File: config.mk
export PLATFORM = sky130hd
export DESIGN_NAME = calc_keypad_scan
export DESIGN_NICKNAME = d
export VERILOG_FILES = /design/src/rtl/calc_keypad_scan.sv
export SDC_FILE = /design/constraint.sdc
export NUM_CORES = 1
export LEC_CHECK = 0
export CORE_MARGIN = 2
export CORE_UTILIZATION = 60
export CTS_CLUSTER_DIAMETER = 80
export DETAILED_ROUTE_END_ITERATION = 12
export PLACE_DENSITY = 0.79
export SLEW_MARGIN = 10
export SYNTH_ARGS = -nofsm -noshare
export SYNTH_HDL_FRONTEND = slang
export SYNTH_SLANG_ARGS = --single-unit
File: constraint.sdc
create_clock -name clock -period 5.28 [get_ports clock]
set_input_delay 0.792 -clock clock [delete_from_list [all_inputs] [get_ports clock]]
set_output_delay 0.792 -clock clock [all_outputs]
set_load 0.005 [all_outputs]
File: src/rtl/calc_keypad_scan.sv
// 4x4 matrix-keypad scanner and debouncer feeding calc_top with 4-bit command codes.
// Rows are strobed one-hot-low, columns are synchronised, and one key at a time is debounced per full scan.
module calc_keypad_scan #(
  parameter int SCAN_DIV       = 4,
  parameter int DEBOUNCE_SCANS = 3
) (
  input  logic       clock,
  input  logic       reset,
  input  logic [3:0] col_n,
  output logic [3:0] row_n,
  output logic [3:0] cmd,
  output logic       cmd_valid,
  output logic       key_held,
  output logic [1:0] scan_st
);

  localparam int SLOT_W = $clog2(SCAN_DIV);
  localparam int CNT_W  = $clog2(DEBOUNCE_SCANS + 1) + 1;
  localparam logic [SLOT_W-1:0] SLOT_LAST  = SLOT_W'(SCAN_DIV - 1);
  localparam logic [CNT_W-1:0]  CNT_TARGET = CNT_W'(DEBOUNCE_SCANS);

  typedef enum logic [1:0] {
    ST_IDLE     = 2'd0,
    ST_DEBOUNCE = 2'd1,
    ST_PRESSED  = 2'd2,
    ST_RELEASE  = 2'd3
  } state_t;

  // Scan-result classes, accumulated across the four rows of one scan.
  localparam logic [1:0] RES_NONE   = 2'd0;
  localparam logic [1:0] RES_SINGLE = 2'd1;
  localparam logic [1:0] RES_MULTI  = 2'd2;

  logic [3:0]        col_s1_q, col_s2_q;
  logic [SLOT_W-1:0] slot_q;
  logic [1:0]        row_q;
  logic              slot_last;
  logic              scan_end;

  logic [3:0]        col_low;
  logic [2:0]        row_hits;
  logic [1:0]        row_col;

  logic [1:0]        acc_res_q, merged_res;
  logic [3:0]        acc_key_q, merged_key;

  state_t            state_q, state_d;
  logic [3:0]        cand_q, cand_d;
  logic [CNT_W-1:0]  cnt_q, cnt_d, cnt_inc;
  logic [3:0]        cmd_q, cmd_d;
  logic              cmd_valid_q, cmd_valid_d;
  logic              lock_q, lock_d;

  logic              is_none, is_single, is_multi, is_cand;

  function automatic logic [3:0] key_to_cmd(input logic [3:0] key);
    logic [3:0] code;
    case (key)
      4'd0:    code = 4'd1;
      4'd1:    code = 4'd2;
      4'd2:    code = 4'd3;
      4'd3:    code = 4'b1010;
      4'd4:    code = 4'd4;
      4'd5:    code = 4'd5;
      4'd6:    code = 4'd6;
      4'd7:    code = 4'b1011;
      4'd8:    code = 4'd7;
      4'd9:    code = 4'd8;
      4'd10:   code = 4'd9;
      4'd11:   code = 4'b1100;
      4'd12:   code = 4'b1110;
      4'd13:   code = 4'd0;
      4'd14:   code = 4'b1111;
      default: code = 4'b1101;
    endcase
    return code;
  endfunction

  // Columns float high; keep the synchroniser at "no key" out of reset.
  always_ff @(posedge clock) begin
    if (!reset) begin
      col_s1_q <= 4'hF;
      col_s2_q <= 4'hF;
    end else begin
      col_s1_q <= col_n;
      col_s2_q <= col_s1_q;
    end
  end

  assign slot_last = (slot_q == SLOT_LAST);
  assign scan_end  = slot_last && (row_q == 2'd3);

  always_ff @(posedge clock) begin
    if (!reset) begin
      slot_q <= '0;
      row_q  <= 2'd0;
    end else if (slot_last) begin
      slot_q <= '0;
      row_q  <= row_q + 2'd1;
    end else begin
      slot_q <= slot_q + SLOT_W'(1);
    end
  end

  genvar gi;
  generate
    for (gi = 0; gi < 4; gi++) begin : g_row_drive
      assign row_n[gi] = (row_q != 2'(gi));
    end
  endgenerate

  assign col_low = ~col_s2_q;

  always_comb begin
    row_hits = 3'd0;
    row_col  = 2'd0;
    for (int c = 0; c < 4; c++) begin
      if (col_low[c]) begin
        row_hits = row_hits + 3'd1;
        row_col  = 2'(c);
      end
    end
  end

  // Fold the current row into the running scan result.
  always_comb begin
    merged_res = acc_res_q;
    merged_key = acc_key_q;
    if (row_hits >= 3'd2) begin
      merged_res = RES_MULTI;
    end else if (row_hits == 3'd1) begin
      if (acc_res_q == RES_NONE) begin
        merged_res = RES_SINGLE;
        merged_key = {row_q, row_col};
      end else begin
        merged_res = RES_MULTI;
      end
    end
  end

  always_ff @(posedge clock) begin
    if (!reset) begin
      acc_res_q <= RES_NONE;
      acc_key_q <= 4'd0;
    end else if (scan_end) begin
      acc_res_q <= RES_NONE;
      acc_key_q <= 4'd0;
    end else if (slot_last) begin
      acc_res_q <= merged_res;
      acc_key_q <= merged_key;
    end
  end

  assign is_none   = (merged_res == RES_NONE);
  assign is_single = (merged_res == RES_SINGLE);
  assign is_multi  = (merged_res == RES_MULTI);
  assign is_cand   = is_single && (merged_key == cand_q);
  assign cnt_inc   = cnt_q + CNT_W'(1);

  always_ff @(posedge clock) begin
    if (!reset) begin
      state_q     <= ST_IDLE;
      cand_q      <= 4'd0;
      cnt_q       <= '0;
      cmd_q       <= 4'd0;
      cmd_valid_q <= 1'b0;
      lock_q      <= 1'b0;
    end else begin
      state_q     <= state_d;
      cand_q      <= cand_d;
      cnt_q       <= cnt_d;
      cmd_q       <= cmd_d;
      cmd_valid_q <= cmd_valid_d;
      lock_q      <= lock_d;
    end
  end

  always_comb begin
    state_d     = state_q;
    cand_d      = cand_q;
    cnt_d       = cnt_q;
    cmd_d       = cmd_q;
    cmd_valid_d = 1'b0;
    lock_d      = lock_q;
    if (scan_end) begin
      case (state_q)
        ST_IDLE: begin
          // lock_q blocks a key that was already down when the previous release was
          // accepted (no rollover); a single empty scan re-arms the scanner.
          if (is_none) begin
            lock_d = 1'b0;
          end else if (is_single && !lock_q) begin
            state_d = ST_DEBOUNCE;
            cand_d  = merged_key;
            cnt_d   = CNT_W'(1);
          end
        end
        ST_DEBOUNCE: begin
          if (is_cand) begin
            cnt_d = cnt_inc;
            if (cnt_inc >= CNT_TARGET) begin
              state_d     = ST_PRESSED;
              cnt_d       = '0;
              cmd_d       = key_to_cmd(cand_q);
              cmd_valid_d = 1'b1;
            end
          end else begin
            state_d = ST_IDLE;
            cnt_d   = '0;
          end
        end
        ST_PRESSED: begin
          if (is_none || (is_single && !is_cand)) begin
            state_d = ST_RELEASE;
            cnt_d   = CNT_W'(1);
          end
        end
        default: begin
          if (is_cand || is_multi) begin
            state_d = ST_PRESSED;
            cnt_d   = '0;
          end else begin
            cnt_d = cnt_inc;
            if (cnt_inc >= CNT_TARGET) begin
              state_d = ST_IDLE;
              cnt_d   = '0;
              lock_d  = !is_none;
            end
          end
        end
      endcase
    end
  end

  assign cmd       = cmd_q;
  assign cmd_valid = cmd_valid_q;
  assign key_held  = (state_q == ST_PRESSED) || (state_q == ST_RELEASE);
  assign scan_st   = state_q;

endmodule

; ---- After elaboration in Yosys (flattened, before gate mapping)
; Memory sizes are Yosys's and may differ from the RTL's. A register that Yosys moved wholly into a read port is not among the register bits.
; Cells that the tools add are included.
[totals]
regBits = 29
rom_bits = 64
in_bits = 6
out_inout_bits = 12
elab_cells = 101
memories = 1
[op_classes]
add_sub_neg = 6
magnitude_cmp = 2
eq_ne = 18
mux = 33
n_bitwise = 4
n_reduce_logical = 26
[mem_list]
columns = memory, words, word_bits, rd, rd_ports_with_merged_regs, wr, line_no
row1 = (no name shown), 16, 4, 1, 1, 0, 58  ; case (key)
[ops]
columns = cell, n
row1 = 3-bit 2-to-1 mux, 9
row2 = 2-bit 2-to-1 mux, 12
row3 = 4-bit AND reduction, 4
row4 = "3-bit by 1-bit adder with 3-bit output, second input constant", 4
row5 = 4-bit 2-to-1 mux, 3
row6 = "2-bit inequality test, second input constant", 6
row7 = "2-bit == test, second input constant", 5
row8 = 3-bit one-hot mux with 3 select lines, 1
row9 = "3-bit by 2-bit >= comparator with 1-bit output, second input constant", 2
row10 = 2-bit zero test, 3
row11 = 1-bit 2-to-1 mux, 6
row12 = 2-bit one-hot mux with 3 select lines, 1
row13 = 6-bit AND reduction, 1
row14 = 2-bit OR reduction, 3
row15 = 5-bit AND reduction, 1
row16 = 5-bit nonzero test, 1
row17 = "2-bit by 1-bit adder with 2-bit output, second input constant", 2
row18 = "2-bit by 1-bit == test with 1-bit output, second input constant", 2
row19 = 4-bit == test, 1
row20 = 1-bit logical AND, 4
row21 = 1-bit zero test, 4
row22 = "2-bit by 1-bit inequality test with 1-bit output, second input constant", 2
row23 = 4-bit NOT, 1
row24 = 2-bit nonzero test, 2
row25 = other kinds (5), 9

; ---- Logic depth before layout (Yosys ltp)
; Gate-level depths: netlist of the first run.
[logic_depth]
word_depth = 18
depth_mapped = 13
ltp_nobuf = 12

; ---- Worst setup path before layout of the first run
; OpenSTA, ideal clock, no wires.
[synth_timing]
path_kind = reg2reg
startpoint = register col_s2_q[0]
endpoint = register state_q[0], in the netlist scan_st[0]
setup_time_ps = 72
arrival_time_ps = 2912
required_time_ps = 5208
slack_ps = 2296
stages_incl_launch_ff = 11
n_path_buf = 0
period_less_slack_ps = 2984
path_cell_list = dfxtp_1 inv_1 ha_1 xnor2_1 ha_1 o311a_1 nor4_4 mux2_4 o31a_2 a211oi_4 mux2i_1
[synth_between]
elab_chain_len = 18
word_cells_on_any_way = 33
cone_classes = add/sub (3) / order compare (1) / eq/ne (8) / mux (11) / bitwise (1) / reduce/logical (9)
[synth_lines]
columns = element, line_no
row1 = "start, declared", 34  ; logic [3:0] col_s1_q, col_s2_q;
row2 = "start signal, assigned", 86  ; col_s2_q <= col_s1_q;
row3 = 4-bit NOT *, 112  ; assign col_low = ~col_s2_q;
row4 = 1-bit 2-to-1 mux *, 118  ; if (col_low[c]) begin
row5 = 3-bit by 1-bit adder with 3-bit output, 119  ; row_hits = row_hits + 3'd1;
row6 = 3-bit 2-to-1 mux *, 118
row7 = 3-bit by 1-bit adder with 3-bit output, 119
row8 = 3-bit 2-to-1 mux *, 118
row9 = 3-bit by 1-bit adder with 3-bit output, 119
row10 = 3-bit 2-to-1 mux *, 118
row11 = "parallel branches: the longest is 10 deep, another holds 3-bit by 2-bit >= comparator with 1-bit output", -
row12 = "end signal, assigned", 169  ; state_q <= state_d;
row13 = "end, declared", 47  ; state_t state_q, state_d;
; Mark *: on every way between the ends.
; A chain may end at the register's enable or synchronous reset.

; ---- Worst setup path after layout of the first run
[layout_timing]
startpoint = register col_s2_q[1]
endpoint = register state_q[0], in the netlist scan_st[0]
[layout_between]
elab_chain_len = 16
word_cells_on_any_way = 35
cone_classes = add/sub (2) / order compare (1) / eq/ne (8) / mux (14) / bitwise (1) / reduce/logical (9)
[layout_lines]
columns = element, line_no
row1 = 4-bit NOT *, 112
row2 = "parallel branches: the longest is 15 deep, another holds 3-bit by 1-bit adder with 3-bit output", -
; Marked as above.

==> results of run 1 <==
==> registers in the layout (all words and copies together), names as in the netlist <==
name	cells
slot_q	2
acc_res_q	2
col_s1_q	4
scan_st	2
cmd_valid	1
col_s2_q	4
cmd	4
row_q	2
cand_q	4
acc_key_q	4
cnt_q	3
lock_q	1
==> cells in the final DEF (no fill, tap or decap), drive strengths merged, types with 3 or more instances in the layout <==
master,Yosys,layout
mux2i,13,13
and3,4,4
inv,19,19
nor2,24,24
nor2b,3,3
nand2,17,17
dfxtp,33,33
xnor2,4,4
a21oi,10,10
a211oi,7,7
ha,18,18
xor2,7,7
nand3,4,4
nor3,9,9
nor4,6,6
nand2b,12,12
o21ai,5,5
clkdlybuf4s50,0,17
clkbuf,5,6
==> final timing paths <==
| path | start | to | slack (ns) | depth (start not counted) |
|---|---|---|---|---|
| worst max register to register | col_s2_q[1] | scan_st[0] | 1.66 | 10 |
| worst max-delay path | col_s2_q[1] | scan_st[0] | 1.66 | 10 |
| worst min register to register | col_s1_q[1] | col_s2_q[1] | 0.41 | 1 |
| worst min-delay path | col_s1_q[1] | col_s2_q[1] | 0.41 | 1 |
==> power groups by stage <==
| stage | Combinational, W | Clock [W] | Sequential, W |
|---|---|---|---|
| floorplan | 0.0000560 | 0 | 0.000264 |
| global placement | 0.0000667 | 0 | 0.000267 |
| detailed placement | 0.0000683 | 0 | 0.000267 |
| CTS | 0.0000684 | 0.000206 | 0.000262 |
| global route | 0.0000757 | 0.000216 | 0.000263 |
| finish | 0.0000683 | 0.000201 | 0.000262 |
==> synth_stat cells (3+ instances only) <==
cell type   n  share of area
dfxtp_1    33           0.31
nor3_1      9          0.021
mux2i_1    13          0.061
nand2_1    17          0.030
nor2b_1     3         0.0088
nor2_1     24          0.042
nand2b_1   12          0.035
xnor2_1     3          0.012
nor4_1      4          0.012
xor2_1      7          0.029
o21ai_0     4         0.0094
and3_1      4          0.012
clkbuf_1    3         0.0053
a21oi_1    10          0.023
inv_1      19          0.033
a211oi_1    6          0.021
ha_1       18           0.11
nand3_1     4         0.0094
==> stage by stage <==
| stage | hold WS, ns | setup slack, ns |
|---|---|---|
| global placement | 0.389 | 1.81 |
| CTS | 0.414 | 1.64 |
| finish | 0.407 | 1.66 |
| detailed placement | 0.391 | 1.67 |
| global route | 0.430 | 1.38 |
| floorplan | 0.386 | 2.30 |
==> layout make-up <==
cell class | count | area [um2]
clock buffer | 6 | 51.3
clock inverter | 2 | 37.5
fill | 276 | 1010
inverter | 19 | 71.3
multi-input combinational | 176 | 1330
sequential | 33 | 661
tap | 46 | 57.6
timing repair buffer | 17 | 170
==> metal layers <==
layer	global-route usage	routed length [um]
met2	0.387	1940
met5	0	0
met4	0.0625	46
met3	0.0554	182
met1	0.280	1870
==> logic make-up (layout without fill, tap and decap cells) <==
group | Yosys count | count (layout)
and+or+nand+nor | 91 | 91
AOI/OAI and AO/OA | 41 | 41
DFF | 33 | 33
buffers and inverters | 29 | 44
adders and majority gates | 18 | 18
muxes | 14 | 14
xor gates and xnor gates | 12 | 12
==> worst max-delay path: cells and delay by family (launching register included) <==
family                   cells  cell delay, ns
AND/OR/NAND/NOR              1            0.56
adder cells (fa/ha/maj)      2            0.64
buffers and inverters        1            0.05
flip-flops                   1            0.36
AO/OA/AOI/OAI                3            1.00
multiplexers                 2            0.63
XOR/XNOR                     1            0.32
==> key figures, run 1 <==
Timing
  • Worst slew margin: 0.516
  • Setup_tns: 0 ns
  • Setup violators final: 0
  • Final hold vios: 0
  • Final Cycle Share: 0.685
  • RSZ-0062 raised after global routing: no
  • Minimum clock period: 3.62 ns
  • Clock skew: 0.0111 ns
  • Peak Freq: 0.277 GHz
  • Final slew viol count: 0
  • Worst-Margin Slew: 0.720 ns

Detailed routing
  • Vias per Instance: 5.63
  • WL final: 4040 um
  • Starting DRC count in detailed routing: 62
  • DRT antenna net count: 0
  • Wire per inst: 13.5 um
  • First-pass DRT Iterations: 4
  • Drc violations: 0
  • Routed vias: 1682

Yosys
  • Ys async rst share: 0
  • Simple logic cell fraction of the synthesized area: 0.235
  • Cell Area, Synth: 2140 um2
  • Largest family of logic cells by synthesized area: simple AND/OR/NAND/NOR gates
  • Post-synthesis cell count: 238
  • Register area share after synthesis: 0.309
  • Post-synth net total: 262
  • Synthesis warning total: 0
  • Synth Flop Type: dfxtp_1
  • Post-synthesis cell type count: 54
  • Fraction of the mapped netlist area in compound gates: 0.152
  • #FFs+latches synth: 33
  • Mapped Avg Cell Area: 8.98 um2
  • Synth Area in XOR/XNOR: 0.0603
  • Synth Area in Adders: 0.105
  • Mux contribution to synthesized area: 0.0679
  • Post-synth EDFFs: 0

Worst setup path
  • Setup crit end kind: register
  • Setup CP Type: register to register
  • CP required: 5.55 ns
  • Crit path max-delay cell type: nor4_4
  • CP max stage delay: 0.56 ns
  • Worst endpoint data arrival time: 3.88 ns
  • Crit path max fanout: 11
  • CP Launch Type: register
  • CP most frequent cell: ha_1
  • Crit-path cells: inv_1 -> ha_1 -> xnor2_1 -> ha_1 -> o311a_1 -> nor4_4 -> mux2_4 -> o31a_2 -> a211oi_4 -> mux2i_1

Clock tree
  • Clock Sinks: 33
  • PostCTS Resize Cnt: 0
  • H-tree levels: 2
  • Clock-pin transition on the worst setup and hold timing paths: 0.11 ns
  • Post-CTS Hold Buffers: 0
  • Post-CTS Setup Bufs: 0
  • CTS tree: yes
  • Clock buffer count from CTS: 5
  • Latest clock arrival within the worst-skew pair: 0.34 ns
  • Clk Tree Root Cell: clkbuf_4
  • CTS Buffer Depth: 2

Job
  • MaxCap Viol Count: 0

Pwr
  • Total power: 0.000531 W
  • Clk pwr share: 0.379
  • Sw frac: 0.249
  • Peak supply drop: 0.172 mV
  • Lkg Pwr: 0.978 nW
  • Sw Pwr: 0.000132 W
  • Sequential share of power: 0.492
  • Power Internal: 0.000399 W
  • Power Dens Cells: 224 nW/um2
  • Combinational share of power: 0.129

GRT
  • Total gr overflow: 0
  • Number of antenna violations at the first check in global routing: 0
  • Number of global-route vias before repair: 1609
  • Global-route wire length before repair: 7250 um
  • Global Route Usage Sum: 0.226
  • Largest net degree at the start of global routing: 19

Finish
  • Core Util, Final: 0.701
  • Nets: 276
  • Area grow syn2layout: 11.2%
  • Layout cells sized above 1: 0.0830
  • Post-route non-filler standard cell count: 299
  • Diode count: 0
  • Final instance area: 2380 um2

Place
  • Placed insts: 291
  • Port Buffers: 17
  • DP Area: 2290 um2
  • Gpl congestion: 0.887
  • Dpl hpwl: 2990 um

Die
  • Die height: 63.7 um
  • Die ar.: 4060 um2
  • Number of core rows: 21
  • Placeable core area: 3390 um2
  • I/O pin total: 18
  • Initial Utilization: 0.630
  • Die width: 63.7 um

Hold path
  • Hold WC Path Type: register to register

Status
  • Status: complete, no violations
(Power assumes the default switching activity.)
==> run 2, diff against run 1 <==
--- a/config.mk
+++ b/config.mk
@@ -6,10 +6,10 @@
 export NUM_CORES = 1
 export LEC_CHECK = 0
 export CORE_MARGIN = 2
-export CORE_UTILIZATION = 60
+export CORE_UTILIZATION = 58
 export CTS_CLUSTER_DIAMETER = 80
 export DETAILED_ROUTE_END_ITERATION = 12
-export PLACE_DENSITY = 0.79
+export PLACE_DENSITY = 0.77
 export SLEW_MARGIN = 10
 export SYNTH_ARGS = -nofsm -noshare
 export SYNTH_HDL_FRONTEND = slang
==> constraint.sdc (replaced) <==
create_clock -name clock -period 3.7 [get_ports clock]
set_input_delay 0.555 -clock clock [delete_from_list [all_inputs] [get_ports clock]]
set_output_delay 0.555 -clock clock [all_outputs]
set_load 0.005 [all_outputs]
==> run 2 against run 1 <==
Routed wire length is 1.2% lower. Final cell count is 1.3% higher. Clock skew is 0.0080 ns lower. Flip-flop and latch count stayed put. Utilization is 3.8 points lower. Largest power group unchanged.
==> key figures, run 2 (synthesis results as in run 1) <==
Clock tree
  • PostCTS Resize Cnt: 0
  • H-tree levels: 2
  • Latest clock arrival within the worst-skew pair: 0.29 ns
  • Clock-pin transition on the worst setup and hold timing paths: 0.07 ns
  • Post-CTS Setup Bufs: 0
  • Post-CTS Hold Buffers: 0
  • CTS tree: yes
  • Clock Sinks: 33
  • Clk Tree Root Cell: clkbuf_8
  • Clock buffer count from CTS: 5
  • CTS Buffer Depth: 2

Finish
  • Most common cell after layout, fill and taps aside: dfxtp_1
  • Nets: 278
  • Layout cells sized above 1: 0.0902
  • Diode count: 0
  • Most frequent cells in the layout: dfxtp_1, nor2_1, inv_1, ha_1
  • Area grow syn2layout: 11.9%

Detailed routing
  • First-pass DRT Iterations: 5
  • Highest metal used: met4
  • WL final: 3990 um
  • DRT antenna net count: 0
  • Vias per Instance: 5.58
  • Starting DRC count in detailed routing: 119
  • Met2 Wirelength: 1840 um
  • Wl on met1: 1920 um
  • Routed vias: 1691
  • Drc violations: 0
  • Wire per inst: 13.2 um
  • Met3 WL: 179 um

Place
  • Dpl hpwl: 2920 um
  • Port Buffers: 17
  • Gpl congestion: 0.905

Timing
  • Clock skew: 0.00310 ns
  • Minimum clock period: 3.23 ns
  • Worst-Margin Slew: 0.652 ns
  • RSZ-0062 raised after global routing: no
  • Final slew viol count: 0
  • Final Cycle Share: 0.872
  • Setup_tns: 0 ns
  • Setup violators final: 0
  • Peak Freq: 0.310 GHz
  • Final hold vios: 0
  • Fin Hold WS: 0.406 ns
  • Worst slew margin: 0.554

Die
  • Die ar.: 4190 um2
  • Number of core rows: 22
  • Die height: 64.7 um
  • Die width: 64.7 um
  • Initial Utilization: 0.593
  • Placeable core area: 3610 um2
  • I/O pin total: 18

Worst setup path
  • CP Launch Type: register
  • Worst endpoint data arrival time: 3.39 ns
  • Delay-heaviest family, CP: simple AND/OR/NAND/NOR gates
  • Crit path max-delay cell type: nor4_4
  • Crit-path cells: inv_1 -> ha_1 -> xnor2_1 -> ha_1 -> o311a_1 -> nor4_4 -> mux2_4 -> nor4_4 -> mux2i_1 -> nor2_1
  • WP buf/inv: 1
  • CP max stage delay: 0.45 ns
  • Setup CP Type: register to register
  • CP required: 3.86 ns
  • Crit path max fanout: 8
  • Setup crit end kind: register

GRT
  • Largest net degree at the start of global routing: 18
  • Global-route wire length before repair: 6580 um
  • Number of global-route vias before repair: 1443
  • Number of antenna violations at the first check in global routing: 0
  • Global Route Usage Sum: 0.204
  • Total gr overflow: 0

Hold path
  • Hold WC Path Type: register to register

Pwr
  • Peak supply drop: 0.293 mV
  • Lkg Pwr: 0.987 nW
  • Power Dens Cells: 311 nW/um2

Job
  • MaxCap Viol Count: 0

Status
  • Status: complete, no violations
-- run 2: cell types whose count changed in the layout (fill, tap and decap cells not counted), sizes merged --
cell,delta
clkinv,+2
bufinv,-1
clkbuf,-1
buf,+2
-- run 2: path summary, 6_finish.rpt --
check	startpoint	to	slack [ns]	cells past startpoint
max	col_s2_q[0]	cmd[1]	0.47	10
min	col_s1_q[0]	col_s2_q[0]	0.41	1
max reg2reg	col_s2_q[0]	cmd[1]	0.47	10
min reg2reg	col_s1_q[0]	col_s2_q[0]	0.41	1
-- run 2: metrics by stage --
| stage | instance area (um2) | power [W] | cells | setup slack, ns | utilization |
|---|---|---|---|---|---|
| 4_1_cts | 2390 | 0.000753 | 303 | 0.457 | 0.663 |
| 3_5_place_dp | 2300 | 0.000482 | 295 | 0.470 | 0.639 |
| 6_report | 2390 | 0.000743 | 303 | 0.472 | 0.663 |
| 2_1_floorplan | 2140 | 0.000456 | 238 | 0.716 | - |
| 3_3_place_gp | 2300 | 0.000481 | 295 | 0.583 | 0.639 |
| 5_1_grt | 2390 | 0.000777 | 303 | 0.290 | 0.663 |
-- run 2: final cells by class --
type | instances | area [um2]
Clock buffer | 5 | 68.8
Clock inverter | 3 | 17.5
Fill cell | 303 | 1210
Inverter | 19 | 71.3
Multi-Input combinational cell | 176 | 1330
Sequential cell | 33 | 661
Tap cell | 48 | 60.1
Timing Repair Buffer | 19 | 185
-- run 2: routing by layer --
metal	GRT usage	vias to the layer above
met5	0	-
met4	0.0691	0
met3	0.0573	6
met2	0.322	35
met1	0.267	786
li1	-	864
-- run 2: power by group --
part           total [W]  internal [W]  switching [W]
clock           0.000268      0.000130       0.000139
sequential      0.000373      0.000364     0.00000901
combinational   0.000101     0.0000470      0.0000544
total           0.000743      0.000541       0.000202
==> run 3, diff against run 2 <==
--- a/config.mk
+++ b/config.mk
@@ -5,11 +5,13 @@
 export SDC_FILE = /design/constraint.sdc
 export NUM_CORES = 1
 export LEC_CHECK = 0
+export ABC_AREA = 1
 export CORE_MARGIN = 2
-export CORE_UTILIZATION = 58
+export CORE_UTILIZATION = 35
 export CTS_CLUSTER_DIAMETER = 80
 export DETAILED_ROUTE_END_ITERATION = 12
-export PLACE_DENSITY = 0.77
+export DONT_BUFFER_PORTS = 1
+export PLACE_DENSITY = 0.46
 export SLEW_MARGIN = 10
 export SYNTH_ARGS = -nofsm -noshare
 export SYNTH_HDL_FRONTEND = slang
==> run 3 against run 2 <==
Register-to-register slack improved by 0.15 ns. Highest routed layer unchanged. Sequential power barely moved. Clock-buffer cell count rose by 1.
==> key figures, run 3 <==
Yosys
  • Post-synth EDFFs: 0
  • Post-synthesis cell type count: 29
  • Register area share after synthesis: 0.300
  • Synth Flop Type: dfxtp_1
  • Yosys top cell area share: 0.300
  • #FFs+latches synth: 33
  • Cell Area, Synth: 2200 um2
  • Synth top area cells: dfxtp_1, ha_1, nand2_1
  • Top-count cell post-synth: nand2_1
  • Commonest cells post-synth: nand2_1, inv_1, dfxtp_1, nor2_1, nand3_1
  • Post-synthesis cell count: 304
  • Mapped Avg Cell Area: 7.24 um2
  • Synthesis warning total: 0
  • Post-synth net total: 328
  • Cell taking the most area after synthesis: dfxtp_1
  • Ys async rst share: 0

Clock tree
  • Latest clock arrival within the worst-skew pair: 0.29 ns
  • H-tree levels: 2
  • Post-CTS Hold Buffers: 0
  • CTS Buffer Depth: 2
  • Clock Sinks: 33
  • PostCTS Resize Cnt: 0
  • Clk Tree Root Cell: clkbuf_8
  • CTS tree: yes
  • Clock buffer count from CTS: 5
  • Clock-pin transition on the worst setup and hold timing paths: 0.08 ns
  • Post-CTS Setup Bufs: 0

Worst setup path
  • CP Launch Type: register
  • Worst r2r src: col_s2_q[0]
  • Crit path max fanout: 6
  • CP required: 3.88 ns
  • Setup CP Type: register to register
  • Worst endpoint data arrival time: 3.25 ns
  • CP Launch Point: col_s2_q[0]
  • Setup crit end kind: register

GRT
  • Number of global-route vias before repair: 1707
  • Total gr overflow: 0
  • Largest net degree at the start of global routing: 16
  • Global Route Usage Sum: 0.143
  • Number of antenna violations at the first check in global routing: 0
  • Global-route wire length before repair: 8110 um

Timing
  • Worst-Margin Slew: 0.528 ns
  • Final Cycle Share: 0.832
  • Fin Hold WS: 0.363 ns
  • Peak Freq: 0.325 GHz
  • Final hold vios: 0
  • Minimum clock period: 3.08 ns
  • Clock skew: 0.00978 ns
  • Final slew viol count: 0
  • RSZ-0062 raised after global routing: no
  • Setup_tns: 0 ns
  • Worst slew margin: 0.645
  • Setup violators final: 0

Die
  • Die width: 83.3 um
  • Die height: 83.3 um
  • Initial Utilization: 0.367
  • Number of core rows: 28
  • Die ar.: 6940 um2
  • I/O pin total: 18
  • Placeable core area: 5990 um2

Pwr
  • Peak supply drop: 0.147 mV
  • Lkg Pwr: 1.10 nW
  • Power Dens Cells: 374 nW/um2

Detailed routing
  • WL final: 4580 um
  • Routed vias: 1816
  • Wire per inst: 12.0 um
  • Drc violations: 0
  • DRT antenna net count: 0
  • Starting DRC count in detailed routing: 68
  • Vias per Instance: 4.74
  • First-pass DRT Iterations: 4

Finish
  • Area grow syn2layout: 8.98%
  • Layout cells sized above 1: 0.198
  • Diode count: 0
  • Nets: 331
  • Core Util, Final: 0.400
  • Most frequent cells in the layout: nand2_1, inv_1, dfxtp_1, nor2_1, nand3_1
  • Most common cell after layout, fill and taps aside: nand2_1
  • Fill count: 651

Place
  • Gpl congestion: 0.818
  • Dpl hpwl: 3520 um
  • Port Buffers: 0

Hold path
  • Hold WC Path Type: input port to register
  • Hold Path Origin: col_n[3]

Job
  • MaxCap Viol Count: 0

Status
  • Status: complete, no violations
==> run 3: cell types whose count changed after synthesis, moves of 13 or more <==
| cell | previous run | this run |
|---|---|---|
| nand3_1 | 4 | 20 |
| nand2_1 | 17 | 53 |
| o21ai_0 | 4 | 17 |
| mux2i_1 | 13 | 0 |
| inv_1 | 19 | 41 |
| nand2_2 | 0 | 17 |
==> run 3: cell families after synthesis <==
group | after synthesis | share of synthesized area
AOI/OAI and AO/OA | 47 | 0.113
xor gates and xnor gates | 1 | 0.00398
adders and majority gates | 18 | 0.102
buffers and inverters | 51 | 0.0875
DFF | 33 | 0.300
and+or+nand+nor | 154 | 0.393
==> run 3: per-layer routing <==
layer,track usage,share of wire
met5,0,0
met4,0.0537,0.016
met3,0.0328,0.029
met2,0.226,0.43
met1,0.189,0.52
==> run 3: final timing paths <==
path / endpoint / slack, ns / cells past startpoint
setup reg to reg: cmd[0] / 0.62 / 20
hold / removal: col_s1_q[3] / 0.36 / 1
hold reg to reg: col_s2_q[2] / 0.41 / 1
setup / recovery: cmd[0] / 0.62 / 20
==> run 3: where the power goes <==
part / switching [W] / total [W] / internal, W
clock: 0.000141 / 0.000360 / 0.000219
combinational: 0.000108 / 0.000161 / 0.0000538
sequential: 0.00000832 / 0.000376 / 0.000368
==> run 3: worst max-delay path: stages (launching register included) <==
cell and delay [ns]:
dfxtp_1 0.34, inv_1 0.05, ha_1 0.34, inv_1 0.09, nand2_1 0.06, nand2_1 0.07
inv_1 0.04, ha_1 0.27, or2_2 0.33, nand2_4 0.12, nand3_4 0.11, nand2_2 0.11
nand2_2 0.11, nand2_2 0.08, nand2_2 0.06, nor2_4 0.13, nand3_4 0.12, nor2_4 0.15
nand3_2 0.15, o21ai_1 0.15, a21oi_1 0.05
==> run 3: layout make-up <==
class                           count  area (um2)  share of cell area
Clock inverter                      2        37.5              0.0156
Multi-Input combinational cell    220        1350               0.562
Clock buffer                        6        82.6              0.0344
Sequential cell                    33         661               0.275
Inverter                           47         176              0.0736
Tap cell                           75        93.8              0.0391
==> run 3: per-stage QoR <==
step                power (W)  std cells  setup slack [ns]  area [um2]
floorplan            0.000519        304             0.951        2200
CTS                  0.000914        383             0.604        2400
finish               0.000898        383             0.623        2400
global route         0.000954        383             0.373        2400
detailed placement   0.000547        375             0.630        2280
global placement     0.000547        375             0.711        2280
